### src/rtl/regression_pkg.sv
// Shared types for the linear-regression control sequencer.
// State encoding is exported on the debug stage port.
package regression_pkg;

  typedef enum logic [2:0] {
    IDLE      = 3'd0,
    TRANSPOSE = 3'd1,
    MULTIPLY  = 3'd2,
    INVERT    = 3'd3,
    FINAL     = 3'd4,
    DONE      = 3'd5,
    ERROR     = 3'd6
  } state_t;

  localparam int TMR_W = 8;

  function automatic logic is_busy(input state_t s);
    return !(s inside {IDLE, DONE, ERROR});
  endfunction

endpackage

### src/rtl/regression_sequencer_stage_timer.sv
// Per-stage watchdog: counts busy cycles since the last state entry.
// Expired is asserted on the terminal-count cycle itself.
module stage_timer
  import regression_pkg::*;
#(
  parameter int TIMEOUT_CYCLES = 16
) (
  input  logic clk,
  input  logic rst,
  input  logic i_clear,
  input  logic i_enable,
  output logic o_expired
);

  localparam logic [TMR_W-1:0] TC = TMR_W'(TIMEOUT_CYCLES - 1);

  logic [TMR_W-1:0] r_count;

  always_ff @(posedge clk or posedge rst) begin
    if (rst) begin
      r_count <= '0;
    end else if (i_clear) begin
      r_count <= '0;
    end else if (i_enable && (r_count != TC)) begin
      r_count <= r_count + 1'b1;
    end
  end

  assign o_expired = i_enable && (r_count == TC);

endmodule

### src/rtl/regression_sequencer.sv
// Control FSM for the regression datapath: sequences the stage
// start/done handshakes and flags singular or stalled runs.
module regression_sequencer
  import regression_pkg::*;
#(
  parameter int TIMEOUT_CYCLES = 16
) (
  input  logic       clk,
  input  logic       rst,
  input  logic       start,
  input  logic       abort,
  input  logic       data_ready,
  input  logic       done_transpose,
  input  logic       done_xtx,
  input  logic       done_xty,
  input  logic       done_inverse,
  input  logic       inv_invalid,
  input  logic       done_final,
  output logic       start_transpose,
  output logic       start_multiply,
  output logic       start_inverse,
  output logic       start_final,
  output logic       busy,
  output logic       done,
  output logic       result_valid,
  output logic       error_singular,
  output logic       error_timeout,
  output logic [2:0] stage
);

  state_t r_state;
  state_t w_next;

  logic r_xtx;
  logic r_xty;
  logic r_st_t;
  logic r_st_m;
  logic r_st_i;
  logic r_st_f;
  logic r_busy;
  logic r_done;
  logic r_valid;
  logic r_sing;
  logic r_tout;

  logic w_accept;
  logic w_mult_done;
  logic w_expired;
  logic w_clear;
  logic w_set_sing;
  logic w_set_tout;
  logic w_enter;

  assign w_accept = start && data_ready && !is_busy(r_state);
  assign w_mult_done = (r_xtx || done_xtx) && (r_xty || done_xty);
  assign w_clear = (w_next != r_state);
  assign w_enter = (w_next != r_state);

  stage_timer #(
    .TIMEOUT_CYCLES(TIMEOUT_CYCLES)
  ) u_timer (
    .clk      (clk),
    .rst      (rst),
    .i_clear  (w_clear),
    .i_enable (is_busy(r_state)),
    .o_expired(w_expired)
  );

  // A stage done on the terminal-count cycle takes priority over timeout.
  always_comb begin
    w_next = r_state;
    w_set_sing = 1'b0;
    w_set_tout = 1'b0;
    if (abort) begin
      w_next = IDLE;
    end else begin
      case (r_state)
        IDLE, DONE, ERROR: begin
          if (w_accept) w_next = TRANSPOSE;
        end
        TRANSPOSE: begin
          if (done_transpose) begin
            w_next = MULTIPLY;
          end else if (w_expired) begin
            w_next = ERROR;
            w_set_tout = 1'b1;
          end
        end
        MULTIPLY: begin
          if (w_mult_done) begin
            w_next = INVERT;
          end else if (w_expired) begin
            w_next = ERROR;
            w_set_tout = 1'b1;
          end
        end
        INVERT: begin
          if (done_inverse) begin
            if (inv_invalid) begin
              w_next = ERROR;
              w_set_sing = 1'b1;
            end else begin
              w_next = FINAL;
            end
          end else if (w_expired) begin
            w_next = ERROR;
            w_set_tout = 1'b1;
          end
        end
        FINAL: begin
          if (done_final) begin
            w_next = DONE;
          end else if (w_expired) begin
            w_next = ERROR;
            w_set_tout = 1'b1;
          end
        end
        default: w_next = IDLE;
      endcase
    end
  end

  always_ff @(posedge clk or posedge rst) begin
    if (rst) begin
      r_state <= IDLE;
      r_xtx   <= 1'b0;
      r_xty   <= 1'b0;
      r_st_t  <= 1'b0;
      r_st_m  <= 1'b0;
      r_st_i  <= 1'b0;
      r_st_f  <= 1'b0;
      r_busy  <= 1'b0;
      r_done  <= 1'b0;
      r_valid <= 1'b0;
      r_sing  <= 1'b0;
      r_tout  <= 1'b0;
    end else begin
      r_state <= w_next;
      r_st_t  <= w_enter && (w_next == TRANSPOSE);
      r_st_m  <= w_enter && (w_next == MULTIPLY);
      r_st_i  <= w_enter && (w_next == INVERT);
      r_st_f  <= w_enter && (w_next == FINAL);
      r_busy  <= is_busy(w_next);
      r_done  <= w_enter && (w_next == DONE);

      // Multiply completions only count while MULTIPLY is current.
      if ((r_state == MULTIPLY) && (w_next == MULTIPLY)) begin
        if (done_xtx) r_xtx <= 1'b1;
        if (done_xty) r_xty <= 1'b1;
      end else begin
        r_xtx <= 1'b0;
        r_xty <= 1'b0;
      end

      if (abort || w_accept) begin
        r_valid <= 1'b0;
      end else if (w_enter && (w_next == DONE)) begin
        r_valid <= 1'b1;
      end

      if (abort || w_accept) begin
        r_sing <= 1'b0;
        r_tout <= 1'b0;
      end else begin
        if (w_set_sing) r_sing <= 1'b1;
        if (w_set_tout) r_tout <= 1'b1;
      end
    end
  end

  assign start_transpose = r_st_t;
  assign start_multiply  = r_st_m;
  assign start_inverse   = r_st_i;
  assign start_final     = r_st_f;
  assign busy            = r_busy;
  assign done            = r_done;
  assign result_valid    = r_valid;
  assign error_singular  = r_sing;
  assign error_timeout   = r_tout;
  assign stage           = r_state;

endmodule

### config.mk
export PLATFORM = sky130hd
export DESIGN_NAME = regression_sequencer
export DESIGN_NICKNAME = d
export VERILOG_FILES = /design/src/rtl/regression_pkg.sv /design/src/rtl/regression_sequencer_stage_timer.sv /design/src/rtl/regression_sequencer.sv
export SDC_FILE = /design/constraint.sdc
export NUM_CORES = 1
export LEC_CHECK = 0
export CAP_MARGIN = 25
export CORE_AREA = 2 2 80 82
export CTS_CLUSTER_SIZE = 14
export DETAILED_ROUTE_END_ITERATION = 10
export DIE_AREA = 0 0 82 84
export PLACE_DENSITY_LB_ADDON = 0.08
export SYNTH_ARGS = -nofsm -noshare
export SYNTH_HDL_FRONTEND = slang
export SYNTH_HIERARCHICAL = 1
export SYNTH_SLANG_ARGS = --single-unit
### constraint.sdc
create_clock -name clk -period 3.7 [get_ports clk]
set_input_delay 0.555 -clock clk [delete_from_list [all_inputs] [get_ports clk]]
set_output_delay 0.555 -clock clk [all_outputs]
set_load 0.05 [all_outputs]
## Yosys cells after proc, flatten, opt, wreduce, memory -nomap -nowiden

Cells that the tools add are included.

| word-level totals | value |
|---|---|
| output and inout port bits | 12 |
| bits of input ports | 11 |
| register bits | 22 |
| word-level logic and storage cells | 88 |

| operators by class | value |
|---|---|
| mux-type cells | 32 |
| $add $sub $neg | 1 |
| reduce and logical (&&, ||, !) cells | 25 |
| eq/ne operators | 17 |

Operator list:

| cell | number |
|---|---|
| $mux W3 | 7 |
| $mux W1 | 20 |
| $eq A3 B3 Y1 const B | 6 |
| $mux W8 | 2 |
| $pmux W3 S5 | 1 |
| $eq A3 B2 Y1 const B | 4 |
| $logic_and A1 B1 Y1 | 11 |
| $add A8 B1 Y8 const B | 1 |
| $eq A8 B4 Y1 const B | 1 |
| $ne A8 B4 Y1 const B | 1 |
| $reduce_bool A2 Y1 | 4 |
| $eq A3 B1 Y1 const B | 2 |
| $logic_not A3 Y1 | 2 |
| $reduce_bool A3 Y1 | 2 |
| $ne A2 B2 Y1 const B | 2 |
| $pmux W1 S4 | 1 |
| $logic_or A1 B1 Y1 | 3 |
| $ne A3 B3 Y1 | 1 |
| $reduce_or A3 Y1 | 1 |
| $logic_not A1 Y1 | 2 |
| $mux W2 | 1 |

## Logic depth before layout (Yosys ltp)

| depth | value |
|---|---|
| depth in word-level cells | 12 |
| mapped depth | 14 |
| gate-level depth less buffers | 12 |

## Cells and area by module

Netlist, hierarchy kept.

Modules (own cells, without submodules):

| module | area an instance (um2) | instances | sequential area each (um2) | cells an instance |
|---|---|---|---|---|
| regression_sequencer | 997.2 | 1 | 350.3 | 105 |
| stage_timer | 451.7 | 1 | 200.2 | 47 |

## Worst setup path after synthesis

No wires, ideal clock.

| timing | value |
|---|---|
| path type | reg2reg |
| start | register r_state[0] (netlist: stage[0]) |
| end | register u_timer.r_count[1] |
| cell stages (with the launch flop) | 14 |
| path buffers | 3 |
| setup slack | 0.529 ns |
| data required time | 3.621 ns |
| arrival time | 3.092 ns |
| clock period less this slack | 3.171 ns |
| path through | dfrtp_1 -> buf_6 -> buf_6 -> and3b_1 -> nor2_1 -> inv_1 -> nor2_1 -> nor3_1 -> or3_4 -> a2111oi_4 -> nand2_1 -> buf_1 -> nand2b_1 -> mux2i_1 |

| on the way | value |
|---|---|
| cells in the longest elaborated chain, start to end | 10 |

RTL lines:

| what | RTL line | text |
|---|---|---|
| start, declared | regression_sequencer.sv:31 | `state_t r_state;` |
| start signal, assigned | regression_sequencer.sv:138 | `r_state <= w_next;` |
| $eq A3 B3 Y1 / $logic_not A3 Y1 (equally long branches) | regression_pkg.sv:18 | `return !(s inside {IDLE, DONE, ERROR});` |
| $reduce_bool A3 Y1 (*) | regression_pkg.sv:18 |  |
| $logic_not A1 Y1 (*) | regression_pkg.sv:18 |  |
| $logic_and A1 B1 Y1 (*) | regression_sequencer_stage_timer.sv:29 | `assign o_expired = i_enable && (r_count == TC);` |
| via w_expired | regression_sequencer.sv:48 | `logic w_expired;` |
| $mux W3 (*) | n/a |  |
| $mux W3, on equally long branches | n/a |  |
| $pmux W3 S5 (*) | regression_sequencer.sv:77 | `case (r_state)` |
| $mux W3 (*) | regression_sequencer.sv:74 | `if (abort) begin` |
| $ne A3 B3 Y1 (*) | regression_sequencer.sv:56 | `assign w_clear = (w_next != r_state);` |
| via w_clear | regression_sequencer.sv:49 | `logic w_clear;` |
| $mux W8 / $reduce_bool A2 Y1 (equally long branches) | n/a |  |
| end signal, assigned | regression_sequencer_stage_timer.sv:25 | `r_count <= r_count + 1'b1;` |
| end, declared | regression_sequencer_stage_timer.sv:17 | `logic [TMR_W-1:0] r_count;` |

Mark *: on every way through the listed nets, which the timed path passes. The rest lies on a longest branch.
A chain may end at the register's enable or synchronous reset.

## Worst setup path in the final report

| timing | value |
|---|---|
| start | register r_state[2] (netlist: stage[2]) |
| end | register u_timer.r_count[1] |

Same word-level chain as after synthesis.

==> metrics <==
YS warnings=6; Core Area=roughly 0.006 mm2; worst path cell trace=xor2_2 > nor2_1 > nor2_1 > buf_4 > inv_1 > nor2_1 > nor3_1 > or3_4 > a2111oi_4 > nand2_1 > nand2b_1 > mux2i_1; area leader, netlist=dfrtp_1; final period utilization=between 80% and 90%; unrepaired setup endpoints after global routing=false; critical path depth=12; Worst EP required=~3.9 ns; final std cells w/o fill=roughly 250; Die W=just over 80 um; slowest stage delay, CP=around 0.45 ns; post-synthesis sequential area ratio=between 30% and 40%; Yosys reg bits=22; H-tree Lvls=1; clock sink total=22; CP top delay family=simple AND/OR/NAND/NOR gates; Sum Neg Setup Slack=0 ns; Yosys cell types=57; number of global-route vias before repair=roughly 1,200; worst min path class=reg -> reg; top-level port count=23; first-pass GRT wire length=about 6.5 mm; # port buffers=22; Hold Path Stages=1; Arr. time, crit path=3.29 ns; relative slew slack=between 60 and 70%; Synth area leaders=dfrtp_1, a21oi_1, buf_6; crit start category=flip-flop; worst hold slack=roughly 0.51 ns; Worst-path clk slew=~0.080 ns; root buf cell=clkbuf_8; Initial Util=between 20% and 30%; Worst Hold End=result_valid; XOR/XNOR Fraction of Synth Area=under 10%; post-synth net total=164; multi-input logic area=803 um2; Synth Area in Compound Gates=between 20% and 30%; largest family of logic cells by synthesized area=simple AND/OR/NAND/NOR gates; Syn Inst Count=around 150; setup slack, reg-to-reg=0.60 ns; crit end category=flip-flop; die area=around 0.0069 mm2; Final setup viols=0; CTS max path bufs=2; HP Start=result_valid; worst flop-to-flop path startpoint=stage[2]; Pwr Density=between 300 and 400 mW/mm2; share of cells above drive strength 1=between 10% and 20%; Crit Path Max Fanout=10; maximum VDD drop=between 0.15 and 0.2 mV; Worst R2R End=u_timer/r_count[1]; Leakage=0.689 nW; CTS tree=yes; Largest register FFs=8; GP Congestion=roughly 0.8; Vias=approximately 1,300; status=finished clean; Crit Path Category=reg -> reg; Clock Skews=0.00283 ns; ys async rst share=100%; P&R area growth vs syn=24.1%; max-slew violation total from the final report=0; die extent in y=roughly 84 um; Hold Buf Count CTS=0; synthesized cell area=0.00145 mm2; post-CTS setup buffers=0; ys flop type=dfrtp_1; largest net degree at the start of global routing=20; Synth Area per Inst=around 9.5 um2; most common cell in the synthesized netlist=dfrtp_1; Biggest register=u_timer/r_count; WL/cell=approximately 15 um; Vias/cell=~5; Clock Latency Late Sink=0.26 ns; R2R depth=12; Yosys top cell area share=a little under two fifths; initial antenna violation count=0; CP most frequent cell=nor2_1; DP HPWL=around 3.0 mm; critical path's slowest cell=dfrtp_1; Fmax=about 320 MHz; commonest cells in the netlist=dfrtp_1, nor2_1, a21oi_1; mux share of post-synthesis cell area=2.25%; # diodes=0; max_cap viols=0; Pre-antenna DRT Iters=4; number of nets with antenna violations after routing=0; GRT Total Usage=approximately an eighth; CP bufs+invs=2; Simple-Gate Fraction of Synth Area=25.6%; final WL=around 3.8 mm; layout filler cell count=650; placed cell count=247; number of remaining DRC errors=0; post_cts resized=0; final hold vios=0; number of flops mapped to enable cells by yosys=0; Cell Rows=29; adder-cell area share of the yosys netlist=less than 1%; remaining global-route overflow=0; Final Critical Period=3.10 ns; FF+latch area=551 um2; Num CTS Buffers=3; nets@finish=between 150 and 200; 1st-iter DRT viols=60; Worst-Margin Slew=between 0.5 and 0.6 ns
==> metrics by stage <==
step | instance area, um2 | utilization, % | power (mW) | setup WS [ns]
2_1_floorplan | 1450 | - | 0.363 | 0.529
3_3_place_gp | 1730 | 28.3 | 0.404 | 0.700
3_5_place_dp | 1730 | 28.3 | 0.405 | 0.666
4_1_cts | 1800 | 29.5 | 0.634 | 0.616
5_1_grt | 1800 | 29.5 | 0.660 | 0.309
6_report | 1800 | 29.5 | 0.627 | 0.598
==> logic make-up (layout without fill, tap and decap cells) <==
family | count (synthesis) | count (layout)
adder cells (fa/ha/maj) | 1 | 1
flip-flops | 22 | 22
XOR/XNOR | 2 | 2
AND/OR/NAND/NOR | 62 | 62
AO/OA/AOI/OAI | 47 | 47
multiplexers | 3 | 3
buffers and inverters | 15 | 37
==> report_power, final <==
part	leakage, nW	switching, mW	internal [mW]
Clock	0.0357	0.0812	0.144
Sequential	0.304	0.0128	0.251
Combinational	0.350	0.0801	0.0568
==> cell type report <==
class,count,area share [%]
Sequential cell,22,30.6
Clock inverter,1,1.67
Inverter,7,1.46
Multi-Input combinational cell,115,44.7
Tap cell,77,5.36
Clock buffer,3,2.30
Timing Repair Buffer,26,13.9
==> cells in the final DEF, fill, tap and decap left out, drive strengths merged, types with 4 or more instances in the layout <==
master / count
nand2b: 6
nor4: 4
o21ai: 4
nand3: 7
inv: 7
nor2: 15
clkdlybuf4s50: 22
a21oi: 15
buf: 4
dfrtp: 22
nor3: 4
nand2: 7
a31oi: 4
==> worst max-delay path by stage <==
stage                              end  startpoint
floorplan           u_timer/r_count[1]    stage[0]
global placement    u_timer/r_count[1]    stage[2]
detailed placement  u_timer/r_count[1]    stage[2]
CTS                 u_timer/r_count[1]    stage[2]
global route        u_timer/r_count[1]    stage[2]
finish              u_timer/r_count[1]    stage[2]
==> layer usage <==
| metal | global-route usage, % | part of all wire, % | vias to the layer above |
|---|---|---|---|
| met4 | 4.24 | 1.7 | 0 |
| met3 | 1.62 | 3.3 | 4 |
| met5 | 0 | 0 | - |
| met1 | 18.3 | 51 | 605 |
| met2 | 17.8 | 44 | 27 |
| li1 | - | - | 615 |
No activity file was read; power rests on OpenSTA's default activity.
